File: src/rtl/rom_bus_responder.sv
// ---------------------------------------------------------------------------
// rom_bus_responder
//
// ROM-side responder for the CPU's 4-bit multiplexed instruction bus, in the
// style of a 4001-class ROM. It follows the eight-phase microcycle
// (A1 A2 A3 M1 M2 X1 X2 X3) using the CPU's sync strobe. During A1..A3 it
// captures the 12-bit fetch address. When the high address nibble matches
// CHIP_ID, it drives the addressed instruction byte as two nibbles in M1/M2.
// It also implements the SRC / WRR / RDR I/O-port protocol. Several instances,
// one per chip ID, share a single bus.
//
// Ports
//   clk       system clock
//   rst       asynchronous active-high reset (mem contents are kept)
//   sync      high during X3; forces A1 on the next cycle from any phase
//   cmRom     CPU command line: I/O marker at M2, SRC marker at X2
//   busIn     nibble currently on the shared bus
//   busOut    nibble driven by this chip (0 when not driving)
//   busOe     drive enable for busOut
//   ioIn      external input port, returned by RDR
//   ioOut     external output port, written by WRR
//   progWe    program-load write strobe
//   progAddr  program-load byte address
//   progData  program-load byte (OPR in [7:4], OPA in [3:0])
//   srcSel    this chip was selected by the most recent SRC
//   phase     current microcycle phase, 0 = A1 ... 7 = X3
// ---------------------------------------------------------------------------
module rom_bus_responder #(
   parameter logic [3:0] CHIP_ID = 4'd0,
   parameter int         ADDR_W  = 8
) (
   input  logic       clk,
   input  logic       rst,
   input  logic       sync,
   input  logic       cmRom,
   input  logic [3:0] busIn,
   output logic [3:0] busOut,
   output logic       busOe,
   input  logic [3:0] ioIn,
   output logic [3:0] ioOut,
   input  logic       progWe,
   input  logic [7:0] progAddr,
   input  logic [7:0] progData,
   output logic       srcSel,
   output logic [2:0] phase
);

   // Instruction decode constants
   localparam logic [3:0] OPR_IO  = 4'hE;   // I/O-group opcode nibble
   localparam logic [3:0] OPA_WRR = 4'h2;   // write ROM port
   localparam logic [3:0] OPA_RDR = 4'hA;   // read ROM port

   typedef enum logic [2:0] {
      PH_A1 = 3'd0,
      PH_A2 = 3'd1,
      PH_A3 = 3'd2,
      PH_M1 = 3'd3,
      PH_M2 = 3'd4,
      PH_X1 = 3'd5,
      PH_X2 = 3'd6,
      PH_X3 = 3'd7
   } phase_t;

   // What this chip puts on the bus during the current cycle.
   typedef enum logic [1:0] {
      DRV_NONE = 2'd0,
      DRV_OPR  = 2'd1,
      DRV_OPA  = 2'd2,
      DRV_IO   = 2'd3
   } drive_t;

   // ------------------------------------------------------------------
   // State
   // ------------------------------------------------------------------
   phase_t     phaseReg,     phaseNext;
   drive_t     driveReg,     driveNext;
   logic [3:0] addrLowReg,   addrLowNext;
   logic [3:0] addrMidReg,   addrMidNext;
   logic       fetchHitReg,  fetchHitNext;
   logic [3:0] oprSeenReg,   oprSeenNext;
   logic       ioPendingReg, ioPendingNext;
   logic [3:0] ioOpaReg,     ioOpaNext;
   logic       srcSelReg,    srcSelNext;
   logic [3:0] ioOutReg,     ioOutNext;
   logic [3:0] ioDriveReg,   ioDriveNext;

   // Program store; romByteReg is its registered read port.
   logic [7:0] mem [0:(2**ADDR_W)-1];
   logic [7:0] romByteReg;
   logic [7:0] romAddr;

   // An I/O instruction addressed to this chip's port.
   logic       ioActive;

   assign romAddr  = {addrMidReg, addrLowReg};
   assign ioActive = ioPendingReg & srcSelReg;

   // ------------------------------------------------------------------
   // Phase counter
   // ------------------------------------------------------------------
   always_ff @(posedge clk or posedge rst) begin
      if (rst) begin
         phaseReg <= PH_X3;
      end else begin
         phaseReg <= phaseNext;
      end
   end

   always_comb begin
      phaseNext = phaseReg;
      if (sync) begin
         // Resynchronise from any phase, not only X3.
         phaseNext = PH_A1;
      end else begin
         // 3-bit increment wraps X3 -> A1 naturally.
         phaseNext = phase_t'(phaseReg + 3'd1);
      end
   end

   // ------------------------------------------------------------------
   // Bus tracking, fetch drive and I/O protocol
   // ------------------------------------------------------------------
   always_comb begin
      driveNext     = driveReg;
      addrLowNext   = addrLowReg;
      addrMidNext   = addrMidReg;
      fetchHitNext  = fetchHitReg;
      oprSeenNext   = oprSeenReg;
      ioPendingNext = ioPendingReg;
      ioOpaNext     = ioOpaReg;
      srcSelNext    = srcSelReg;
      ioOutNext     = ioOutReg;
      ioDriveNext   = ioDriveReg;

      if (sync) begin
         // sync abandons whatever fetch or I/O was in flight. In the
         // normal X3 case this is also where ioPending would clear.
         driveNext     = DRV_NONE;
         fetchHitNext  = 1'b0;
         ioPendingNext = 1'b0;
      end else begin
         case (phaseReg)
            PH_A1: begin
               addrLowNext = busIn;
            end
            PH_A2: begin
               addrMidNext = busIn;
            end
            PH_A3: begin
               fetchHitNext = (busIn == CHIP_ID);
               // The byte is read on this same edge, so the OPR nibble is
               // on the bus one clock after the chip nibble.
               driveNext    = fetchHitNext ? DRV_OPR : DRV_NONE;
            end
            PH_M1: begin
               // Every chip watches the instruction, including the ones
               // that did not serve the fetch.
               oprSeenNext = busIn;
               driveNext   = fetchHitReg ? DRV_OPA : DRV_NONE;
            end
            PH_M2: begin
               ioPendingNext = cmRom & (oprSeenReg == OPR_IO);
               ioOpaNext     = busIn;
               driveNext     = DRV_NONE;
            end
            PH_X1: begin
               // ioIn is sampled here and held for the whole X2 cycle.
               if (ioActive && (ioOpaReg == OPA_RDR)) begin
                  driveNext   = DRV_IO;
                  ioDriveNext = ioIn;
               end else begin
                  driveNext   = DRV_NONE;
               end
            end
            PH_X2: begin
               driveNext = DRV_NONE;
               // While an I/O instruction is pending, cmRom at X2 is not SRC.
               if (cmRom && !ioPendingReg) begin
                  srcSelNext = (busIn == CHIP_ID);
               end
               if (ioActive && (ioOpaReg == OPA_WRR)) begin
                  ioOutNext = busIn;
               end
            end
            PH_X3: begin
               ioPendingNext = 1'b0;
               driveNext     = DRV_NONE;
            end
            default: begin
               driveNext = DRV_NONE;
            end
         endcase
      end
   end

   always_ff @(posedge clk or posedge rst) begin
      if (rst) begin
         driveReg     <= DRV_NONE;
         addrLowReg   <= 4'h0;
         addrMidReg   <= 4'h0;
         fetchHitReg  <= 1'b0;
         oprSeenReg   <= 4'h0;
         ioPendingReg <= 1'b0;
         ioOpaReg     <= 4'h0;
         srcSelReg    <= 1'b0;
         ioOutReg     <= 4'h0;
         ioDriveReg   <= 4'h0;
      end else begin
         driveReg     <= driveNext;
         addrLowReg   <= addrLowNext;
         addrMidReg   <= addrMidNext;
         fetchHitReg  <= fetchHitNext;
         oprSeenReg   <= oprSeenNext;
         ioPendingReg <= ioPendingNext;
         ioOpaReg     <= ioOpaNext;
         srcSelReg    <= srcSelNext;
         ioOutReg     <= ioOutNext;
         ioDriveReg   <= ioDriveNext;
      end
   end

   // ------------------------------------------------------------------
   // Program store. It has no reset, so its contents survive rst. A load
   // to the address being read at A3 returns the old byte, because the
   // read samples the array before the write takes effect.
   // ------------------------------------------------------------------
   always_ff @(posedge clk) begin
      if (progWe) begin
         mem[progAddr] <= progData;
      end
      if (phaseReg == PH_A3) begin
         romByteReg <= mem[romAddr];
      end
   end

   // ------------------------------------------------------------------
   // Outputs. busOut is chosen only from registered state (driveReg,
   // romByteReg, ioDriveReg), so there is no path from any input to the
   // bus. It reads 0 whenever the chip is not driving.
   // ------------------------------------------------------------------
   always_comb begin
      busOut = 4'h0;
      case (driveReg)
         DRV_OPR:  busOut = romByteReg[7:4];
         DRV_OPA:  busOut = romByteReg[3:0];
         DRV_IO:   busOut = ioDriveReg;
         default:  busOut = 4'h0;
      endcase
   end

   assign busOe  = (driveReg != DRV_NONE);
   assign ioOut  = ioOutReg;
   assign srcSel = srcSelReg;
   assign phase  = phaseReg;

endmodule
File: config.mk
export PLATFORM = sky130hd
export DESIGN_NAME = rom_bus_responder
export DESIGN_NICKNAME = d
export VERILOG_FILES = /design/src/rtl/rom_bus_responder.sv
export SDC_FILE = /design/constraint.sdc
export NUM_CORES = 2
export LEC_CHECK = 0
export CAP_MARGIN = 20
export CORE_MARGIN = 10
export CORE_UTILIZATION = 56
export CTS_CLUSTER_DIAMETER = 50
export DETAILED_ROUTE_END_ITERATION = 8
export GPL_ROUTABILITY_DRIVEN = 0
export PLACE_DENSITY = 0.83
export SETUP_SLACK_MARGIN = 0.4
export SLEW_MARGIN = 15
export SYNTH_ARGS = -nofsm -noshare
export SYNTH_HDL_FRONTEND = slang
export SYNTH_SLANG_ARGS = --single-unit
File: constraint.sdc
create_clock -name clk -period 2.27 [get_ports clk]
set_input_delay 0.3405 -clock clk [delete_from_list [all_inputs] [get_ports clk]]
set_output_delay 0.3405 -clock clk [all_outputs]
set_load 0.01 [all_outputs]
Word level (Yosys, flattened, before mapping):

Memories as Yosys holds them, arrays and structs flattened. A register that Yosys moved wholly into a read port is not among the register bits.
Cells that the tools add are included.

* register bits: 32
* memory bits (writable): 2048
* input bits: 29
* output and inout port bits: 13
* logic and storage cells: 60
* memories: 1

* add/subtract/negate cells: 1
* equal/unequal tests: 13
* multiplexer cells: 13
* bitwise gates (word level): 3
* reductions and logical operators: 18

Memory list
* mem: words 256, width 8, rd ports 1, clocked after Yosys merged registers in 1, wr ports 1, line 88 `logic [7:0] mem [0:(2**ADDR_W)-1];`

Operators with widths (number)
* $eq 3x3->1 const B: 4
* $pmux 4 s3: 1
* $reduce_and 3->1: 3
* $eq 4x4->1 const B: 2
* $pmux 2 s4: 1
* $reduce_and 2->1: 4
* $eq 3x2->1 const B: 2
* $mux 1: 6
* $mux 2: 3
* $reduce_bool 5->1: 1
* $eq 2x2->1 const B: 2
* $eq 4x2->1 const B: 1
* $logic_not 4->1: 1
* $reduce_bool 2->1: 2
* $add 3x1->3 const B: 1
* $eq 3x1->1 const B: 1
* $logic_and 1x1->1: 3
* $logic_not 3->1: 1
* $mux 3: 1
* $reduce_bool 3->1: 1
* $reduce_or 3->1: 1
* $and 1x1->1: 2
* $eq 2x1->1 const B: 1
* $pmux 1 s2: 1
* 2 further kinds: 2

Logic depth before layout (Yosys ltp):

* word-level depth: 5
* depth in mapped cells: 12
* gate-level depth less buffers: 7

Least setup slack after synthesis:

No wires, ideal clock.

* path kind: register to register
* start: register addrLowReg[0]
* end: register romByteReg[1] (read register of mem) (data pin)
* library setup time: 0.275 ns
* arrival: 2.182 ns
* data required time: 1.995 ns
* slack: -0.187 ns
* stages on the path, launching flop included: 11
* clock period less this slack: 2.457 ns
* cells stage by stage: dfrtp_1 -> buf_6 -> buf_12 -> buf_6 -> buf_6 -> buf_6 -> mux4_2 -> a221oi_1 -> o32ai_1 -> o22ai_1 -> a211oi_1

RTL lines
* from (decl): line 77 `logic [3:0] addrLowReg, addrLowNext;`
* from (signal assigned): line 210 `addrLowReg <= addrLowNext;`
* to (decl): line 89 `logic [7:0] romByteReg;`

==> flow_summary.toml <==
[sta]
setup_slack_ns = -0.907
rsz0062_at_grt = "yes"
slew_headroom_pct = 40.4
hold_violations = 0
fin_crit_sh_pct = 140
setup_viol = 12
min_period_ns = 3.18
drv_slew = 0
worst_pin_slew_ns = 0.891
fmax_mhz = 315
fin_skew_ns = 0.0603

[worst_setup_path]
path_cells = "buf_4, buf_16, buf_16, buf_12, mux2i_1, o221ai_1, buf_4, a21oi_1, o32ai_1, buf_4, o22ai_1, a211oi_1"
criticalPathCategory = "register to register"
worstPathRequired_ns = 2.94
arrival_ns = 3.85
crit_top_cell = "buf_4"
endpoint_kind = "register"
cp-start-kind = "register"
cp_num_buf_inv = 6
critPathTopFamily = "buffers and inverters"
cpMaxStageDelayCell = "dfrtp_4"
slowest_delay_ns = 0.56
cp_max_fo = 17

[clock_network]
cts_max_level = 4
insertion_delay_ns = 0.87
cts_tree = "done"
clk_path_buf_depth = 3
clk_root_buffer_cell = "clkbuf_16"
clock-sinks = 2088
tritoncts.num_buffers = 205
clk_pin_slew_worst_paths_ns = 0.06

[die]
die_height_um = 402
die_w_um = 402
rows = 140
initial_utilization_pct = 56.2
die_area_um2 = 161000
io_pins = 42
core_um2 = 145000

[placed_design]
dpl.hpwl_mm = 136
placed_cell_area_um2 = 90200
placed_cells = 6245
portBuffers = 41
dp_worst_setup_slack_ns = -0.922

[status]
failed_checks = "design-rule violations, negative setup slack"
status = "complete, but fails checks"

[synth]
synth_area_leaders = "edfxtp_1 76%, mux4_2 12%, mux2i_1 2.4%"
synth_seq_cells = 2088
syn_area_um2 = 81600
yosysTopAreaCell = "edfxtp_1"
synthDistinctLibCells = 62
synth_seq_area_share_pct = 76.7
postSynthCellCount = 3914
synth_edf_count = 2056
synthArstFlopShare_pct = 1.53
synth_top_flop_cell = "edfxtp_1"
netlist.area_leader.share_pct = 75.7
avgSynthCellArea_um2 = 20.8
syn_nets = 3949
yosysWarnings = 0

[drt]
drt-pass1-iter-count = 9
wl_mm = 228
viasPerCell = 6.82
drt_iter0_drc = 7650
antenna_left = 0
wl_per_cell_um = 34.1
num_vias = 45693
route.detailed.drc = 342

[min_path]
min_path_type = "input port to register"

[global_routing]
grt_pass1_wl_mm = 327
grt_overflow = 0
grtUsageTotal_pct = 27.6
antenna_found_initial = 7
grt_pass1_vias = 46243
grt_max_degree = 90

[final_layout]
nets = 4628
design_area_um2 = 98200
area_growth_pct = 20.4
fin_cells = 6702
drive_gt1_share_pct = 35.6

[flow_run]
maxCapViolations = 0

[power_and_ir_drop]
cellLeakagePower_nw = 32.1
max-vdd-ir-drop_v = 0.000847
pwr_density_cell_nw_per_um2 = 977
layer usage:
metal  part of all wire [%]  GRT usage, %  wire length [um]
met3                     13          8.21             30100
met5                  0.034             0                78
met2                     48          43.7            110000
met4                    5.6          13.9             12900
met1                     33          35.0             75100
path summary, 6_finish.rpt:
kind	startpoint	to	slack (ns)	depth (start not counted)
max	addrLowReg[0]	romByteReg[1]	-0.91	12
min	progData[3]	mem[21][3]	0.03	1
max reg2reg	addrLowReg[0]	romByteReg[1]	-0.91	12
min reg2reg	oprSeenReg[3]	oprSeenReg[3]	0.52	1
max in group asynchronous	rst	addrLowReg[0]	1.39	4
min in group asynchronous	rst	ioOut[0]	0.46	4
flip-flops by register name (all words and copies together), names as in the netlist:
signal        cells
addrLowReg        4
addrMidReg        4
driveReg          2
fetchHitReg       1
ioDriveReg        4
ioOpaReg          4
ioOut             4
ioPendingReg      1
mem            2048
oprSeenReg        4
phase             3
romByteReg        8
srcSel            1
cell type report:
cell class | instances | area [um^2]
clock inverter | 117 | 1350
antenna | 15 | 37.5
clock buffer | 267 | 5390
multi-input combinational | 1583 | 18900
timing repair buffer | 706 | 7490
sequential | 2088 | 62600
tap | 1917 | 2400
inverter | 9 | 36.3
fill | 8087 | 47000
cells in the mapped netlist, drive strengths merged (6+ instances only):
library cell,n
edfxtp,2056
mux4,443
nor2,282
mux2i,197
buf,131
clkbuf,103
nand2,90
a22oi,84
mux2,62
nand3,60
a21oi,56
o221ai,40
a22o,29
dfrtp,29
o21ai,24
o22ai,24
nor2b,21
nand4,18
nor3,16
a221oi,14
o211ai,11
o31ai,11
a211oi,10
and3,9
inv,8
nor3b,8
a21o,6
ha,6
repair_timing:
item / in CTS / in global routing
resized for setup: 116 / 74
pin swaps: 4 / 11
hold buffers: 5 / 0
buffers inserted: 15 / 31
endpoints found under the hold margin: 144 / 0
setup endpoints to repair: 21 / 29
cloned: 2 / 5
cells in the final DEF (no fill, tap or decap), types with 76 or more instances in the layout:
master,Yosys,final
nor2_1,282,172
a22oi_1,84,76
buf_4,24,487
mux4_2,443,443
mux2i_1,197,193
nand2_1,90,87
edfxtp_1,2056,2056
buf_12,9,135
clkbuf_16,0,210
nor2_4,0,108
power breakdown:
| part | total (mW) | switching [mW] | internal, mW | leakage (nW) |
|---|---|---|---|---|
| sequential | 42.8 | 0.251 | 42.6 | 18.9 |
| combinational | 18.9 | 10.4 | 8.47 | 9.92 |
| clock | 34.2 | 15.1 | 19.1 | 3.27 |
logic make-up (layout without fill, tap and decap cells):
logic type / count (synthesis) / after routing / synth area share [%]
mux: 702 / 702 / 15.5
compound gates: 345 / 345 / 3.08
flops: 2088 / 2088 / 76.7
buf+inv: 243 / 1099 / 1.82
fa+ha+maj: 6 / 6 / 0.0920
simple gates: 530 / 530 / 2.86
other cells: 0 / 15 / 0
worst register-to-register path: stages (launching register included):
cell and delay [ns]:
dfrtp_4 0.56, buf_4 0.21, buf_16 0.19, buf_16 0.19
buf_12 0.16, mux2i_1 0.13, o221ai_1 0.21, buf_4 0.17
a21oi_1 0.09, o32ai_1 0.40, buf_4 0.22, o22ai_1 0.11
a211oi_1 0.32
metrics by stage:
step | util (%) | hold slack [ns] | power (mW) | TNS, ns
after floorplan | - | 0.439 | 53.2 | -0.917
after global placement | 62.1 | 0.487 | 60.0 | -237.30
after detailed placement | 62.1 | 0.495 | 60.4 | -295.03
after CTS | 67.1 | 0.00907 | 94.6 | -5.59
after global routing | 67.6 | 0.0316 | 97.7 | -7.14
final | 67.6 | 0.0276 | 95.9 | -6.94
(Power assumes the default switching activity.)
